<file path="src/rtl/lsu_pkg.sv">
// lsu_pkg: shared types, funct3 codes and helpers for the load/store unit.
//   lsu_state_e       : controller state encoding (IDLE, MEM, WB)
//   F3_*              : RV32I width/sign codes used by loads and stores
//   lsu_legal()       : legality/alignment check for one request
package lsu_pkg;

  typedef enum logic [1:0] {
    IDLE = 2'd0,
    MEM  = 2'd1,
    WB   = 2'd2
  } lsu_state_e;

  localparam logic [2:0] F3_B  = 3'b000;
  localparam logic [2:0] F3_H  = 3'b001;
  localparam logic [2:0] F3_W  = 3'b010;
  localparam logic [2:0] F3_BU = 3'b100;
  localparam logic [2:0] F3_HU = 3'b101;

  // Unsigned variants only exist for loads; stores accept B/H/W only.
  function automatic logic lsu_legal(input logic we, input logic [2:0] f3,
                                     input logic [1:0] lo);
    logic ok;
    ok = 1'b0;
    case (f3)
      F3_B:    ok = 1'b1;
      F3_H:    ok = ~lo[0];
      F3_W:    ok = (lo == 2'b00);
      F3_BU:   ok = ~we;
      F3_HU:   ok = ~we & ~lo[0];
      default: ok = 1'b0;
    endcase
    return ok;
  endfunction

endpackage

</file>
<file path="src/rtl/lsu_load_align.sv">
// lsu_load_align: selects the addressed byte/halfword lane of a load word
// and sign- or zero-extends it according to funct3.
//   rdata_i   [31:0] : word returned by memory
//   addr_lo_i [1:0]  : byte offset of the access
//   funct3_i  [2:0]  : load width/sign code
//   data_o    [31:0] : extended result for the register file
module lsu_load_align
  import lsu_pkg::*;
(
  input  logic [31:0] rdata_i,
  input  logic [1:0]  addr_lo_i,
  input  logic [2:0]  funct3_i,
  output logic [31:0] data_o
);

  logic [31:0] shifted;

  // Shift the addressed lane down to bit 0; halfwords are already aligned.
  assign shifted = rdata_i >> {addr_lo_i, 3'b000};

  always_comb begin
    data_o = rdata_i;
    case (funct3_i)
      F3_B:    data_o = {{24{shifted[7]}}, shifted[7:0]};
      F3_BU:   data_o = {24'h0, shifted[7:0]};
      F3_H:    data_o = {{16{shifted[15]}}, shifted[15:0]};
      F3_HU:   data_o = {16'h0, shifted[15:0]};
      default: data_o = rdata_i;
    endcase
  end

endmodule

</file>
<file path="src/rtl/load_store_unit.sv">
// load_store_unit: executes one load or store per accepted request against a
// word-addressed data memory and writes load results to the register file.
//   req_*   : request handshake from execute (valid/ready, we, funct3, addr,
//             wdata, rd)
//   mem_*   : data memory handshake (valid/ready, we, addr, wstrb, wdata, rdata)
//   wb_*    : register file write port (we, wa, wd)
//   done, err_align, err_timeout : one-cycle status pulses
// All outputs are registers; nothing on req_* reaches mem_* combinationally.
module load_store_unit
  import lsu_pkg::*;
#(
  parameter int TIMEOUT_CYCLES = 255,
  parameter int TO_W           = 8
) (
  input  logic        clk,
  input  logic        rst,
  input  logic        req_valid,
  output logic        req_ready,
  input  logic        req_we,
  input  logic [2:0]  req_funct3,
  input  logic [31:0] req_addr,
  input  logic [31:0] req_wdata,
  input  logic [4:0]  req_rd,
  output logic        mem_valid,
  input  logic        mem_ready,
  output logic        mem_we,
  output logic [31:0] mem_addr,
  output logic [3:0]  mem_wstrb,
  output logic [31:0] mem_wdata,
  input  logic [31:0] mem_rdata,
  output logic        wb_we,
  output logic [4:0]  wb_wa,
  output logic [31:0] wb_wd,
  output logic        done,
  output logic        err_align,
  output logic        err_timeout
);

  localparam bit              TO_EN   = (TIMEOUT_CYCLES != 0);
  // Timeout fires on the MEM cycle whose increment would reach the limit.
  localparam logic [TO_W-1:0] TO_LAST = TO_W'(TO_EN ? TIMEOUT_CYCLES - 1 : 0);

  lsu_state_e  state_q;
  logic        we_q;
  logic [2:0]  f3_q;
  logic [1:0]  lo_q;
  logic [4:0]  rd_q;
  logic [TO_W-1:0] count_q;

  logic        req_ready_q, mem_valid_q, mem_we_q, wb_we_q;
  logic        done_q, err_align_q, err_timeout_q;
  logic [31:0] mem_addr_q, mem_wdata_q, wb_wd_q;
  logic [3:0]  mem_wstrb_q;
  logic [4:0]  wb_wa_q;

  logic [3:0]  strb_d;
  logic [31:0] wdata_d;
  logic [31:0] load_data;
  logic        timeout_hit;

  lsu_load_align u_align (
    .rdata_i   (mem_rdata),
    .addr_lo_i (lo_q),
    .funct3_i  (f3_q),
    .data_o    (load_data)
  );

  always_comb begin
    strb_d  = 4'b0000;
    wdata_d = 32'h0;
    if (req_we) begin
      case (req_funct3)
        F3_B: begin
          strb_d  = 4'b0001 << req_addr[1:0];
          wdata_d = {4{req_wdata[7:0]}};
        end
        F3_H: begin
          strb_d  = 4'b0011 << req_addr[1:0];
          wdata_d = {2{req_wdata[15:0]}};
        end
        default: begin
          strb_d  = 4'b1111;
          wdata_d = req_wdata;
        end
      endcase
    end
  end

  assign timeout_hit = TO_EN && (count_q == TO_LAST);

  always_ff @(posedge clk or posedge rst) begin
    if (rst) begin
      state_q       <= IDLE;
      we_q          <= 1'b0;
      f3_q          <= 3'b000;
      lo_q          <= 2'b00;
      rd_q          <= 5'd0;
      count_q       <= '0;
      req_ready_q   <= 1'b1;
      mem_valid_q   <= 1'b0;
      mem_we_q      <= 1'b0;
      mem_addr_q    <= 32'h0;
      mem_wstrb_q   <= 4'b0000;
      mem_wdata_q   <= 32'h0;
      wb_we_q       <= 1'b0;
      wb_wa_q       <= 5'd0;
      wb_wd_q       <= 32'h0;
      done_q        <= 1'b0;
      err_align_q   <= 1'b0;
      err_timeout_q <= 1'b0;
    end else begin
      done_q        <= 1'b0;
      err_align_q   <= 1'b0;
      err_timeout_q <= 1'b0;
      wb_we_q       <= 1'b0;
      case (state_q)
        IDLE: begin
          if (req_valid) begin
            we_q <= req_we;
            f3_q <= req_funct3;
            lo_q <= req_addr[1:0];
            rd_q <= req_rd;
            if (lsu_legal(req_we, req_funct3, req_addr[1:0])) begin
              state_q     <= MEM;
              req_ready_q <= 1'b0;
              mem_valid_q <= 1'b1;
              mem_we_q    <= req_we;
              mem_addr_q  <= {req_addr[31:2], 2'b00};
              mem_wstrb_q <= strb_d;
              mem_wdata_q <= wdata_d;
              count_q     <= '0;
            end else begin
              err_align_q <= 1'b1;
            end
          end
        end
        MEM: begin
          // Completion is checked first so it wins over a same-cycle timeout.
          if (mem_ready) begin
            mem_valid_q <= 1'b0;
            count_q     <= '0;
            done_q      <= we_q;
            if (we_q) begin
              state_q     <= IDLE;
              req_ready_q <= 1'b1;
            end else begin
              state_q <= WB;
              wb_wa_q <= rd_q;
              wb_wd_q <= load_data;
              wb_we_q <= (rd_q != 5'd0);
              done_q  <= 1'b1;
            end
          end else if (timeout_hit) begin
            mem_valid_q   <= 1'b0;
            count_q       <= '0;
            state_q       <= IDLE;
            req_ready_q   <= 1'b1;
            err_timeout_q <= 1'b1;
          end else begin
            count_q <= count_q + 1'b1;
          end
        end
        WB: begin
          state_q     <= IDLE;
          req_ready_q <= 1'b1;
        end
        default: begin
          state_q     <= IDLE;
          req_ready_q <= 1'b1;
          mem_valid_q <= 1'b0;
        end
      endcase
    end
  end

  assign req_ready   = req_ready_q;
  assign mem_valid   = mem_valid_q;
  assign mem_we      = mem_we_q;
  assign mem_addr    = mem_addr_q;
  assign mem_wstrb   = mem_wstrb_q;
  assign mem_wdata   = mem_wdata_q;
  assign wb_we       = wb_we_q;
  assign wb_wa       = wb_wa_q;
  assign wb_wd       = wb_wd_q;
  assign done        = done_q;
  assign err_align   = err_align_q;
  assign err_timeout = err_timeout_q;

endmodule

</file>
<file path="config.mk">
export PLATFORM = sky130hd
export DESIGN_NAME = load_store_unit
export DESIGN_NICKNAME = d
export VERILOG_FILES = /design/src/rtl/lsu_pkg.sv /design/src/rtl/lsu_load_align.sv /design/src/rtl/load_store_unit.sv
export SDC_FILE = /design/constraint.sdc
export NUM_CORES = 1
export LEC_CHECK = 0
export ABC_CLOCK_PERIOD_IN_PS = 6300
export CAP_MARGIN = 40
export CORE_UTILIZATION = 25
export CTS_BUF_LIST = sky130_fd_sc_hd__clkbuf_4
export CTS_CLUSTER_SIZE = 20
export DETAILED_ROUTE_END_ITERATION = 6
export MAX_ROUTING_LAYER = met4
export PLACE_DENSITY_LB_ADDON = 0.08
export SLEW_MARGIN = 20
export SYNTH_ARGS = -nofsm -noshare
export SYNTH_HDL_FRONTEND = slang
export SYNTH_HIERARCHICAL = 1
export SYNTH_SLANG_ARGS = --single-unit
export TNS_END_PERCENT = 5
</file>
<file path="constraint.sdc">
create_clock -name clk -period 6.3 [get_ports clk]
set_input_delay 1.26 -clock clk [delete_from_list [all_inputs] [get_ports clk]]
set_output_delay 1.26 -clock clk [all_outputs]
set_load 0.02 [all_outputs]
</file>
==> results of run 1 <==
==> cell type report <==
class                   instances  area (sq um)
flip-flops and latches        131          3280
multi-input cells             331          2590
diodes                          2          5.00
clock buffers                  18           135
repair buffers                227          2280
well taps                     319           399
fillers                      2416         14800
inverters                       8          35.0
clock inverters                14           175
==> per-stage QoR <==
step           instances  hold WS [ns]
3_3_place_gp        1011         0.464
4_1_cts             1044         0.506
5_1_grt             1050         0.521
6_report            1050         0.501
3_5_place_dp        1012         0.470
2_1_floorplan        502         0.476
==> power by group through the flow <==
| stage | registers (mW) | logic (mW) | clock network [mW] |
|---|---|---|---|
| finish | 1.28 | 1.38 | 0.630 |
| global route | 1.32 | 1.48 | 0.704 |
| CTS | 1.29 | 1.39 | 0.668 |
| detailed placement | 1.30 | 1.39 | 0 |
| global placement | 1.29 | 1.38 | 0 |
| floorplan | 1.55 | 0.442 | 0 |
==> worst max path at each step <==
stage | cells past startpoint | to | start | slack [ns]
2_1_floorplan | 1 | count_q[0]$_DFFE_PP0P_ | rst | 1.54
3_3_place_gp | 5 | mem_addr[23]$_DFFE_PP0P_ | req_funct3[0] | 2.27
3_5_place_dp | 5 | mem_addr[10]$_DFFE_PP0P_ | req_funct3[0] | 2.18
4_1_cts | 5 | mem_addr[9]$_DFFE_PP0P_ | req_funct3[0] | 2.79
5_1_grt | 7 | mem_addr[30]$_DFFE_PP0P_ | req_funct3[0] | 3.02
6_report | 7 | mem_addr[30]$_DFFE_PP0P_ | req_funct3[0] | 3.08
==> state kept, by name (all words and copies together) (netlist names), 2 cells and up <==
signal and flops:
mem_wdata 32, wb_wd 32, mem_addr 30, count_q 8
rd_q 5, wb_wa 5, mem_wstrb 4, f3_q 3
lo_q 2, state_q 2
==> Yosys cell counts, drive strengths merged, types with 3 or more instances <==
cell | n | area [sq um]
dfrtp | 130 | 3250
mux2 | 83 | 935
nand2 | 61 | 236
o21ai | 29 | 145
o2bb2ai | 26 | 228
buf | 23 | 170
mux2i | 22 | 220
nor2 | 21 | 81.3
a22o | 13 | 114
clkbuf | 9 | 33.8
nand3 | 9 | 45.0
inv | 8 | 30.0
o31ai | 8 | 60.1
a221oi | 6 | 65.1
a21oi | 5 | 28.8
a22oi | 4 | 30.0
nor2b | 3 | 18.8
==> per-layer routing <==
layer / GRT usage, % / share of wire [%] / up-vias
li1: - / - / 2258
met1: 18.5 / 44 / 2394
met2: 23.2 / 46 / 177
met3: 6.02 / 9.0 / 11
met4: 3.98 / 0.79 / 0
met5: - / 0 / -
==> kinds of logic after synthesis <==
kind of cell             after synthesis  synth area share (%)
AO/OA/AOI/OAI                        109                  13.8
multiplexers                         106                  19.3
adder cells (fa/ha/maj)                2                 0.411
flip-flops                           131                  53.9
other                                  1                0.0616
AND/OR/NAND/NOR                      111                  8.55
buffers and inverters                 40                  3.84
XOR/XNOR                               1                 0.144
==> flow_results.xml, run 1 <==
<?xml version="1.0" encoding="UTF-8"?>
<metrics>
  <group name="status">
    <metric name="run_status" unit="">complete, no violations</metric>
  </group>
  <group name="clock_tree">
    <metric name="cts-hold-fix-buffers" unit="">0</metric>
    <metric name="cts.htree.levels" unit="">4</metric>
    <metric name="clk_transition_reported_paths" unit="ns">0.13</metric>
    <metric name="cts_tree" unit="">yes</metric>
    <metric name="clkSinkCount" unit="">131</metric>
    <metric name="number_of_gates_resized_after_cts" unit="">0</metric>
    <metric name="cts_buffer_depth" unit="">2</metric>
    <metric name="cts_setup_buffers" unit="">0</metric>
    <metric name="cts_buffers" unit="">17</metric>
    <metric name="insertion_delay" unit="ns">0.53</metric>
    <metric name="clk_root_buffer_cell" unit="">sky130_fd_sc_hd__clkbuf_4</metric>
  </group>
  <group name="critical_path">
    <metric name="worstReg2RegEnd" unit="">wb_wd[22]$_DFFE_PP0P_</metric>
    <metric name="regToRegSetupSlack" unit="ns">3.92</metric>
    <metric name="path_cells" unit="">clkdlybuf4s50_1 -&gt; buf_6 -&gt; a221oi_2 -&gt; or2_2 -&gt; nand2_4 -&gt; buf_12 -&gt; mux2_2</metric>
    <metric name="worst_path_buf_inv" unit="">3</metric>
    <metric name="critical-path-slowest-cell" unit="">sky130_fd_sc_hd__clkdlybuf4s50_1</metric>
    <metric name="cp.required" unit="ns">6.70</metric>
    <metric name="cp_peak_stage_delay" unit="ns">0.73</metric>
    <metric name="critical_path_arrival" unit="ns">3.63</metric>
    <metric name="critical_path.reg2reg.startpoint" unit="">lo_q[0]$_DFFE_PP0P_</metric>
    <metric name="timing.critical_path.to_type" unit="">flop</metric>
    <metric name="critical-path-top-delay-family" unit="">buffers and inverters</metric>
    <metric name="critical_path.max_fanout" unit="">47</metric>
    <metric name="cp-start-kind" unit="">input pin</metric>
    <metric name="worstSetupPathType" unit="">in2reg</metric>
    <metric name="r2r.worst_path.cells" unit="">4</metric>
  </group>
  <group name="global_routing">
    <metric name="grt_first_pass_wirelength" unit="microns">27900</metric>
    <metric name="grt_start_max_net_pins" unit="">86</metric>
    <metric name="first_global_vias" unit="">5170</metric>
    <metric name="globalRouteTotalUtil" unit="%">15.1</metric>
    <metric name="antenna_violations_before_repair" unit="">2</metric>
    <metric name="global_route.overflow_total" unit="">0</metric>
  </group>
  <group name="timing">
    <metric name="totalNegativeSetupSlack" unit="ns">0</metric>
    <metric name="timing.final.setup_violations" unit="">0</metric>
    <metric name="final_slew_violations" unit="">0</metric>
    <metric name="finalCriticalPeriod" unit="ns">3.22</metric>
    <metric name="relSlewSlack" unit="%">53.2</metric>
    <metric name="fmaxAchievable" unit="GHz">0.310</metric>
    <metric name="finalHoldViolations" unit="">0</metric>
    <metric name="final_min_period_over_clock_period" unit="%">51.1</metric>
    <metric name="rsz0062_at_grt" unit="">false</metric>
    <metric name="worst_slew_pin_slew" unit="ns">0.702</metric>
    <metric name="worst_clock_skew_on_the_final_layout" unit="ns">0.0284</metric>
    <metric name="final_critical_path_setup_slack" unit="ns">3.08</metric>
  </group>
  <group name="pwr">
    <metric name="power_leakage" unit="nW">3.68</metric>
    <metric name="internal-power" unit="mW">2.11</metric>
    <metric name="switch_share" unit="%">35.9</metric>
    <metric name="p_sw" unit="mW">1.18</metric>
    <metric name="power.sequential.fraction" unit="%">38.9</metric>
    <metric name="irDropWorstVdd" unit="V">0.000134</metric>
    <metric name="comb_power_share" unit="%">42.0</metric>
    <metric name="power.share.clock" unit="%">19.1</metric>
    <metric name="cellPowerDensity" unit="nW/um^2">370</metric>
    <metric name="total_power" unit="mW">3.29</metric>
  </group>
  <group name="floorplan">
    <metric name="die_w" unit="microns">158</metric>
    <metric name="io-pin-count" unit="">221</metric>
    <metric name="die_area" unit="sq um">25000</metric>
    <metric name="vertical_die_dimension" unit="microns">158</metric>
    <metric name="initial_core_util" unit="%">25.7</metric>
    <metric name="rows" unit="">56</metric>
    <metric name="std_cell_core_area" unit="sq um">23700</metric>
  </group>
  <group name="drt">
    <metric name="pre_antenna_drt_iters" unit="">4</metric>
    <metric name="drt-wirelength-per-cell" unit="microns">17.0</metric>
    <metric name="ant_nets" unit="">0</metric>
    <metric name="wl" unit="microns">17800</metric>
    <metric name="drt_drc" unit="">0</metric>
    <metric name="detail_route.iter0.violations" unit="">150</metric>
    <metric name="viasPerCell" unit="">4.61</metric>
    <metric name="route.vias.total" unit="">4840</metric>
  </group>
  <group name="synth">
    <metric name="synth_ff_type" unit="">sky130_fd_sc_hd__dfrtp_1</metric>
    <metric name="syn_inst" unit="">501</metric>
    <metric name="syn_area" unit="sq um">6090</metric>
    <metric name="synth.yosys.seq_area_share" unit="%">53.9</metric>
    <metric name="ys.warnings.count" unit="">6</metric>
    <metric name="synth-async-reset-ratio" unit="%">100</metric>
    <metric name="yosys_register_bits" unit="">131</metric>
    <metric name="avgSynthCellArea" unit="sq um">12.2</metric>
    <metric name="post_synth_num_cell_types" unit="">56</metric>
    <metric name="number_of_flops_mapped_to_enable_cells_by_yosys" unit="">0</metric>
  </group>
  <group name="finish">
    <metric name="final_common_cell" unit="">sky130_fd_sc_hd__clkdlybuf4s50_1</metric>
    <metric name="mostFrequentLayoutCells" unit="">218 x sky130_fd_sc_hd__clkdlybuf4s50_1, 129 x sky130_fd_sc_hd__dfrtp_1, 81 x sky130_fd_sc_hd__mux2_2, 60 x sky130_fd_sc_hd__nand2_1, 26 x sky130_fd_sc_hd__o2bb2ai_1</metric>
    <metric name="num-nets-final" unit="">827</metric>
    <metric name="ratio_of_cells_with_drive_above_1_in_the_final_layout" unit="%">18.9</metric>
    <metric name="area_of_all_placed_cells_without_fillers" unit="sq um">8900</metric>
    <metric name="layout.core_utilization" unit="%">37.6</metric>
    <metric name="area_growth" unit="%">46.2</metric>
  </group>
  <group name="placed_design">
    <metric name="placedInstanceArea" unit="sq um">8520</metric>
    <metric name="routabilityCongestion" unit="">0.818</metric>
    <metric name="detailedPlacementHpwl" unit="microns">12700</metric>
    <metric name="portbufs" unit="">218</metric>
    <metric name="post-place-ws" unit="ns">2.18</metric>
  </group>
  <group name="worst_hold_path">
    <metric name="hold_depth" unit="">1</metric>
    <metric name="timing.hold.worst.start" unit="">mem_we$_DFFE_PP0P_</metric>
    <metric name="holdCritPathClass" unit="">reg2reg</metric>
    <metric name="hold-path-endpoint" unit="">mem_we$_DFFE_PP0P_</metric>
  </group>
  <group name="run">
    <metric name="drv_cap" unit="">0</metric>
  </group>
</metrics>
(Power assumes the default switching activity.)
==> run 2: changes to the inputs <==
--- a/config.mk
+++ b/config.mk
@@ -5,7 +5,7 @@
 export SDC_FILE = /design/constraint.sdc
 export NUM_CORES = 1
 export LEC_CHECK = 0
-export ABC_CLOCK_PERIOD_IN_PS = 6300
+export ABC_CLOCK_PERIOD_IN_PS = 3200
 export CAP_MARGIN = 40
 export CORE_UTILIZATION = 25
 export CTS_BUF_LIST = sky130_fd_sc_hd__clkbuf_4
==> constraint.sdc (replaced) <==
create_clock -name clk -period 3.2 [get_ports clk]
set_input_delay 0.64 -clock clk [delete_from_list [all_inputs] [get_ports clk]]
set_output_delay 0.64 -clock clk [all_outputs]
set_load 0.02 [all_outputs]
==> run 2 against run 1 <==
Against the previous run: die area unchanged; clock skew decreased by 0.0052 ns; worst hold slack worse by 0.012 ns; first-iteration DRC count increased by 21%; sequential share of layout area decreased by 0.46 points; core utilization rose by 0.46 points; largest power group unchanged; highest routed layer unchanged.
==> flow_results.xml, run 2 (synthesis results as in run 1) <==
<?xml version="1.0" encoding="UTF-8"?>
<metrics>
  <group name="clock_tree">
    <metric name="cts_buffer_depth" unit="">2</metric>
    <metric name="cts_setup_buffers" unit="">0</metric>
    <metric name="insertion_delay" unit="ns">0.55</metric>
    <metric name="cts_tree" unit="">yes</metric>
    <metric name="cts-hold-fix-buffers" unit="">0</metric>
    <metric name="cts.htree.levels" unit="">4</metric>
    <metric name="clk_transition_reported_paths" unit="ns">0.14</metric>
    <metric name="clkSinkCount" unit="">131</metric>
    <metric name="number_of_gates_resized_after_cts" unit="">0</metric>
    <metric name="cts_buffers" unit="">17</metric>
    <metric name="clk_root_buffer_cell" unit="">sky130_fd_sc_hd__clkbuf_4</metric>
  </group>
  <group name="finish">
    <metric name="area_growth" unit="%">48.0</metric>
    <metric name="layout.core_utilization" unit="%">38.0</metric>
    <metric name="filler_cell_count" unit="">2371</metric>
    <metric name="num-nets-final" unit="">833</metric>
    <metric name="final_common_cell" unit="">sky130_fd_sc_hd__clkdlybuf4s50_1</metric>
    <metric name="ratio_of_cells_with_drive_above_1_in_the_final_layout" unit="%">19.5</metric>
    <metric name="mostFrequentLayoutCells" unit="">218 x sky130_fd_sc_hd__clkdlybuf4s50_1, 130 x sky130_fd_sc_hd__dfrtp_1, 81 x sky130_fd_sc_hd__mux2_2, 60 x sky130_fd_sc_hd__nand2_1, 26 x sky130_fd_sc_hd__o2bb2ai_1</metric>
  </group>
  <group name="status">
    <metric name="run_status" unit="">complete, no violations</metric>
  </group>
  <group name="timing">
    <metric name="worst_slew_pin_slew" unit="ns">0.675</metric>
    <metric name="final_critical_path_setup_slack" unit="ns">0.837</metric>
    <metric name="worst_clock_skew_on_the_final_layout" unit="ns">0.0232</metric>
    <metric name="finalCriticalPeriod" unit="ns">2.36</metric>
    <metric name="fmaxAchievable" unit="GHz">0.423</metric>
    <metric name="worst_hold_slack" unit="ns">0.490</metric>
    <metric name="totalNegativeSetupSlack" unit="ns">0</metric>
    <metric name="timing.final.setup_violations" unit="">0</metric>
    <metric name="relSlewSlack" unit="%">54.4</metric>
    <metric name="final_slew_violations" unit="">0</metric>
    <metric name="finalHoldViolations" unit="">0</metric>
    <metric name="rsz0062_at_grt" unit="">false</metric>
    <metric name="final_min_period_over_clock_period" unit="%">73.9</metric>
  </group>
  <group name="critical_path">
    <metric name="cp-start-kind" unit="">flop</metric>
    <metric name="critical-path-slowest-cell" unit="">sky130_fd_sc_hd__clkdlybuf4s50_1</metric>
    <metric name="critical_path_arrival" unit="ns">1.72</metric>
    <metric name="worst_path_buf_inv" unit="">1</metric>
    <metric name="worstSetupPathType" unit="">reg2out</metric>
    <metric name="path_cells" unit="">clkdlybuf4s50_1</metric>
    <metric name="cp.required" unit="ns">2.56</metric>
    <metric name="critical_path.max_fanout" unit="">2</metric>
    <metric name="critical-path-top-delay-family" unit="">buffers and inverters</metric>
    <metric name="timing.critical_path.to_type" unit="">output port</metric>
    <metric name="cp_peak_stage_delay" unit="ns">0.63</metric>
  </group>
  <group name="placed_design">
    <metric name="routabilityCongestion" unit="">0.781</metric>
    <metric name="post-place-ws" unit="ns">0.379</metric>
    <metric name="detailedPlacementHpwl" unit="microns">13100</metric>
    <metric name="portbufs" unit="">218</metric>
  </group>
  <group name="floorplan">
    <metric name="vertical_die_dimension" unit="microns">158</metric>
    <metric name="initial_core_util" unit="%">25.7</metric>
    <metric name="std_cell_core_area" unit="sq um">23700</metric>
    <metric name="die_area" unit="sq um">25000</metric>
    <metric name="die_w" unit="microns">158</metric>
    <metric name="io-pin-count" unit="">221</metric>
    <metric name="rows" unit="">56</metric>
  </group>
  <group name="pwr">
    <metric name="power_leakage" unit="nW">3.74</metric>
    <metric name="cellPowerDensity" unit="nW/um^2">750</metric>
    <metric name="total_power" unit="mW">6.76</metric>
    <metric name="irDropWorstVdd" unit="V">0.000292</metric>
  </group>
  <group name="drt">
    <metric name="detail_route.iter0.violations" unit="">181</metric>
    <metric name="pre_antenna_drt_iters" unit="">5</metric>
    <metric name="ant_nets" unit="">0</metric>
    <metric name="wl" unit="microns">18300</metric>
    <metric name="drt-wirelength-per-cell" unit="microns">17.4</metric>
    <metric name="route.vias.total" unit="">4935</metric>
    <metric name="drt_drc" unit="">0</metric>
    <metric name="viasPerCell" unit="">4.68</metric>
  </group>
  <group name="global_routing">
    <metric name="global_route.overflow_total" unit="">0</metric>
    <metric name="grt_first_pass_wirelength" unit="microns">28600</metric>
    <metric name="antenna_violations_before_repair" unit="">1</metric>
    <metric name="first_global_vias" unit="">5090</metric>
    <metric name="grt_start_max_net_pins" unit="">63</metric>
    <metric name="globalRouteTotalUtil" unit="%">15.6</metric>
  </group>
  <group name="worst_hold_path">
    <metric name="holdCritPathClass" unit="">reg2reg</metric>
  </group>
  <group name="run">
    <metric name="drv_cap" unit="">0</metric>
  </group>
</metrics>
[run 2: changes by cell type in the layout (fill, tap and decap cells not counted), moves of 2 or more]
cell	delta
sky130_fd_sc_hd__clkbuf_4	-2
sky130_fd_sc_hd__bufinv_16	+3
sky130_fd_sc_hd__inv_6	-2
sky130_fd_sc_hd__buf_12	+2
sky130_fd_sc_hd__clkinv_4	+2
sky130_fd_sc_hd__buf_4	+7
[run 2: layer usage]
metal	vias up	global-route usage (%)	share of wire (%)	routed length, microns
met5	-	-	0	0
met4	0	3.25	0.80	146
met3	17	6.19	9.0	1660
met2	177	23.2	46	8410
met1	2475	20.0	44	8130
li1	2266	-	-	-
[run 2: where the power goes]
part	total [mW]	switching, mW	internal, mW
logic	2.77	1.33	1.44
registers	2.50	0.333	2.16
clock network	1.49	0.699	0.788
[run 2: worst paths after layout]
kind / from / end / slack, ns / cells after the start
min in group asynchronous: rst / wb_wd[14]$_DFFE_PP0P_ / 0.52 / 2
max in group asynchronous: rst / req_ready$_DFFE_PP1P_ / 1.91 / 3
min: we_q$_DFFE_PP0P_ / state_q[1]$_DFFE_PP0P_ / 0.49 / 1
min reg2reg: we_q$_DFFE_PP0P_ / state_q[1]$_DFFE_PP0P_ / 0.49 / 1
max reg2reg: lo_q[0]$_DFFE_PP0P_ / wb_wd[24]$_DFFE_PP0P_ / 1.23 / 6
max: req_ready$_DFFE_PP1P_ / req_ready / 0.84 / 1
[run 2: through the flow]
stage,cells,area (sq um)
final,1054,9010
after global routing,1054,9010
after CTS,1053,9010
after floorplan,502,6100
after detailed placement,1022,8630
after global placement,1021,8620
[run 2: final cells by class]
cell class | instances | area (sq um) | share of cell area (%)
Timing Repair Buffer | 233 | 2330 | 25.9
Clock buffer | 17 | 128 | 1.42
Inverter | 8 | 33.8 | 0.375
Sequential cell | 131 | 3280 | 36.4
Clock inverter | 14 | 250 | 2.78
Tap cell | 319 | 399 | 4.43
Multi-Input combinational cell | 331 | 2590 | 28.7
Antenna cell | 1 | 2.50 | 0.0278
[run 2: worst register-to-register path: cells and delay by family (launching register included)]
| family | cells | cell delay, ns |
|---|---|---|
| AOI/OAI and AO/OA | 2 | 0.47 |
| and+or+nand+nor | 1 | 0.23 |
| DFF | 1 | 0.42 |
| buffers and inverters | 2 | 0.46 |
| muxes | 1 | 0.29 |
==> run 3: changes to the inputs <==
--- a/config.mk
+++ b/config.mk
@@ -5,7 +5,7 @@
 export SDC_FILE = /design/constraint.sdc
 export NUM_CORES = 1
 export LEC_CHECK = 0
-export ABC_CLOCK_PERIOD_IN_PS = 3200
+export ABC_CLOCK_PERIOD_IN_PS = 2260
 export CAP_MARGIN = 40
 export CORE_UTILIZATION = 25
 export CTS_BUF_LIST = sky130_fd_sc_hd__clkbuf_4
==> constraint.sdc (replaced) <==
create_clock -name clk -period 2.26 [get_ports clk]
set_input_delay 0.452 -clock clk [delete_from_list [all_inputs] [get_ports clk]]
set_output_delay 0.452 -clock clk [all_outputs]
set_load 0.02 [all_outputs]
==> run 3 against run 2 <==
Against the previous run: clock-buffer cell count up 1; critical path depth unchanged; via count rose by 0.63%; critical endpoint unchanged; sequential power increased by 40%; worst hold slack got worse by 0.099 ns; sequential share of layout area is 0.97 points lower; first-iteration DRC count decreased by 14%; power up 38%; register-to-register slack lost 0.84 ns; worst setup slack worse by 0.72 ns; cell area increased by 2.8%.
==> flow_results.xml, run 3 (synthesis results as in run 1) <==
<?xml version="1.0" encoding="UTF-8"?>
<metrics>
  <group name="status">
    <metric name="run_status" unit="">complete, no violations</metric>
  </group>
  <group name="floorplan">
    <metric name="initial_core_util" unit="%">25.7</metric>
    <metric name="die_area" unit="sq um">25000</metric>
    <metric name="io-pin-count" unit="">221</metric>
    <metric name="rows" unit="">56</metric>
    <metric name="vertical_die_dimension" unit="microns">158</metric>
    <metric name="die_w" unit="microns">158</metric>
    <metric name="std_cell_core_area" unit="sq um">23700</metric>
  </group>
  <group name="timing">
    <metric name="rsz0062_at_grt" unit="">false</metric>
    <metric name="relSlewSlack" unit="%">60.7</metric>
    <metric name="final_min_period_over_clock_period" unit="%">94.9</metric>
    <metric name="fmaxAchievable" unit="GHz">0.466</metric>
    <metric name="worst_clock_skew_on_the_final_layout" unit="ns">0.0223</metric>
    <metric name="worst_slew_pin_slew" unit="ns">0.588</metric>
    <metric name="worst_hold_slack" unit="ns">0.391</metric>
    <metric name="final_slew_violations" unit="">0</metric>
    <metric name="finalHoldViolations" unit="">0</metric>
    <metric name="timing.final.setup_violations" unit="">0</metric>
    <metric name="finalCriticalPeriod" unit="ns">2.14</metric>
  </group>
  <group name="placed_design">
    <metric name="placedInstanceArea" unit="sq um">8930</metric>
    <metric name="routabilityCongestion" unit="">0.801</metric>
    <metric name="detailedPlacementHpwl" unit="microns">13500</metric>
    <metric name="place_inst" unit="">1049</metric>
    <metric name="portbufs" unit="">218</metric>
  </group>
  <group name="drt">
    <metric name="drt-wirelength-per-cell" unit="microns">16.7</metric>
    <metric name="detail_route.iter0.violations" unit="">156</metric>
    <metric name="pre_antenna_drt_iters" unit="">4</metric>
    <metric name="wl" unit="microns">18100</metric>
    <metric name="drt_drc" unit="">0</metric>
    <metric name="viasPerCell" unit="">4.57</metric>
    <metric name="ant_nets" unit="">0</metric>
    <metric name="route.vias.total" unit="">4966</metric>
  </group>
  <group name="clock_tree">
    <metric name="cts_buffer_depth" unit="">2</metric>
    <metric name="cts_tree" unit="">yes</metric>
    <metric name="cts_buffers" unit="">17</metric>
    <metric name="number_of_gates_resized_after_cts" unit="">0</metric>
    <metric name="cts-hold-fix-buffers" unit="">0</metric>
    <metric name="cts.htree.levels" unit="">4</metric>
    <metric name="clk_root_buffer_cell" unit="">sky130_fd_sc_hd__clkbuf_4</metric>
    <metric name="insertion_delay" unit="ns">0.54</metric>
    <metric name="clkSinkCount" unit="">131</metric>
    <metric name="cts_setup_buffers" unit="">0</metric>
    <metric name="clk_transition_reported_paths" unit="ns">0.12</metric>
  </group>
  <group name="finish">
    <metric name="final_common_cell" unit="">sky130_fd_sc_hd__clkdlybuf4s50_1</metric>
    <metric name="area_of_all_placed_cells_without_fillers" unit="sq um">9260</metric>
    <metric name="mostFrequentLayoutCells" unit="">218 x sky130_fd_sc_hd__clkdlybuf4s50_1, 130 x sky130_fd_sc_hd__dfrtp_1, 81 x sky130_fd_sc_hd__mux2_2, 60 x sky130_fd_sc_hd__nand2_1, 31 x sky130_fd_sc_hd__buf_4</metric>
    <metric name="filler_cell_count" unit="">2365</metric>
    <metric name="ratio_of_cells_with_drive_above_1_in_the_final_layout" unit="%">22.4</metric>
    <metric name="fin_cells" unit="">1086</metric>
    <metric name="area_growth" unit="%">52.0</metric>
    <metric name="num-nets-final" unit="">860</metric>
  </group>
  <group name="global_routing">
    <metric name="global_route.overflow_total" unit="">0</metric>
    <metric name="met2_usage" unit="%">23.8</metric>
    <metric name="grt_start_max_net_pins" unit="">74</metric>
    <metric name="antenna_violations_before_repair" unit="">5</metric>
    <metric name="first_global_vias" unit="">5313</metric>
    <metric name="use_met1" unit="%">19.6</metric>
    <metric name="globalRouteTotalUtil" unit="%">15.6</metric>
    <metric name="grt_most_used_layer" unit="">met2</metric>
    <metric name="groute.layer.met3.usage" unit="%">5.53</metric>
    <metric name="grt_first_pass_wirelength" unit="microns">28800</metric>
  </group>
  <group name="critical_path">
    <metric name="regToRegSetupSlack" unit="ns">0.39</metric>
    <metric name="cp_peak_stage_delay" unit="ns">0.62</metric>
    <metric name="critical-path-slowest-cell" unit="">sky130_fd_sc_hd__clkdlybuf4s50_1</metric>
    <metric name="critical-path-top-delay-family" unit="">buffers and inverters</metric>
    <metric name="cp.required" unit="ns">1.81</metric>
    <metric name="cp-start-kind" unit="">flop</metric>
    <metric name="timing.critical_path.to_type" unit="">output port</metric>
    <metric name="critical_path.reg2reg.startpoint" unit="">lo_q[0]$_DFFE_PP0P_</metric>
    <metric name="worst_path_buf_inv" unit="">1</metric>
    <metric name="critical_path_arrival" unit="ns">1.69</metric>
    <metric name="r2r.worst_path.cells" unit="">5</metric>
    <metric name="worstReg2RegEnd" unit="">wb_wd[31]$_DFFE_PP0P_</metric>
    <metric name="worstSetupPathType" unit="">reg2out</metric>
    <metric name="critical_path.max_fanout" unit="">2</metric>
    <metric name="path_cells" unit="">clkdlybuf4s50_1</metric>
  </group>
  <group name="pwr">
    <metric name="power_leakage" unit="nW">3.88</metric>
    <metric name="comb_power_share" unit="%">43.6</metric>
    <metric name="power.share.clock" unit="%">18.7</metric>
    <metric name="internal-power" unit="mW">6.00</metric>
    <metric name="p_sw" unit="mW">3.30</metric>
    <metric name="irDropWorstVdd" unit="V">0.000325</metric>
    <metric name="power.sequential.fraction" unit="%">37.7</metric>
    <metric name="cellPowerDensity" unit="nW/um^2">1000</metric>
    <metric name="switch_share" unit="%">35.5</metric>
  </group>
  <group name="worst_hold_path">
    <metric name="holdCritPathClass" unit="">in2async</metric>
  </group>
  <group name="run">
    <metric name="drv_cap" unit="">0</metric>
  </group>
</metrics>
run 3: stage by stage:
step	utilization [%]	setup TNS, ns	worst slack (ns)	total power, mW
after CTS	39.0	0	0.0470	9.47
after detailed placement	37.7	-1.26	-0.0831	7.66
after global routing	39.1	0	0.0326	9.90
after global placement	37.7	-0.150	-0.0147	7.61
after floorplan	-	0	0.186	5.55
final	39.1	0	0.116	9.30
run 3: final cells by class:
class | count | area (sq um) | share of cell area [%]
tap | 319 | 399 | 4.31
timing repair buffer | 260 | 2640 | 28.5
sequential | 131 | 3280 | 35.4
antenna | 5 | 12.5 | 0.135
clock buffer | 18 | 135 | 1.46
inverter | 8 | 33.8 | 0.365
multi-input combinational | 331 | 2590 | 27.9
clock inverter | 14 | 175 | 1.89
run 3: how the worst max path moves through the flow:
stage                                  end  depth (start not counted)  slack (ns)                   from
finish                           req_ready                          1        0.12  req_ready$_DFFE_PP1P_
global route                     req_ready                          1        0.03  req_ready$_DFFE_PP1P_
CTS                              req_ready                          1        0.05  req_ready$_DFFE_PP1P_
detailed placement   wb_wd[31]$_DFFE_PP0P_                          6       -0.08          mem_rdata[31]
global placement     wb_wd[24]$_DFFE_PP0P_                          6       -0.01          mem_rdata[31]
floorplan           count_q[0]$_DFFE_PP0P_                          1        0.19                    rst
run 3: power by group through the flow:
stage	logic (mW)	registers, mW	clock network [mW]
floorplan	1.23	4.31	0
global placement	4.06	3.55	0
detailed placement	4.09	3.56	0
CTS	4.10	3.53	1.84
global route	4.33	3.63	1.94
finish	4.06	3.51	1.74
run 3: routing by layer:
| metal | share of wire (%) | wire, microns |
|---|---|---|
| met5 | 0 | 0 |
| met4 | 0.90 | 164 |
| met2 | 46 | 8380 |
| met1 | 45 | 8080 |
| met3 | 8.4 | 1520 |
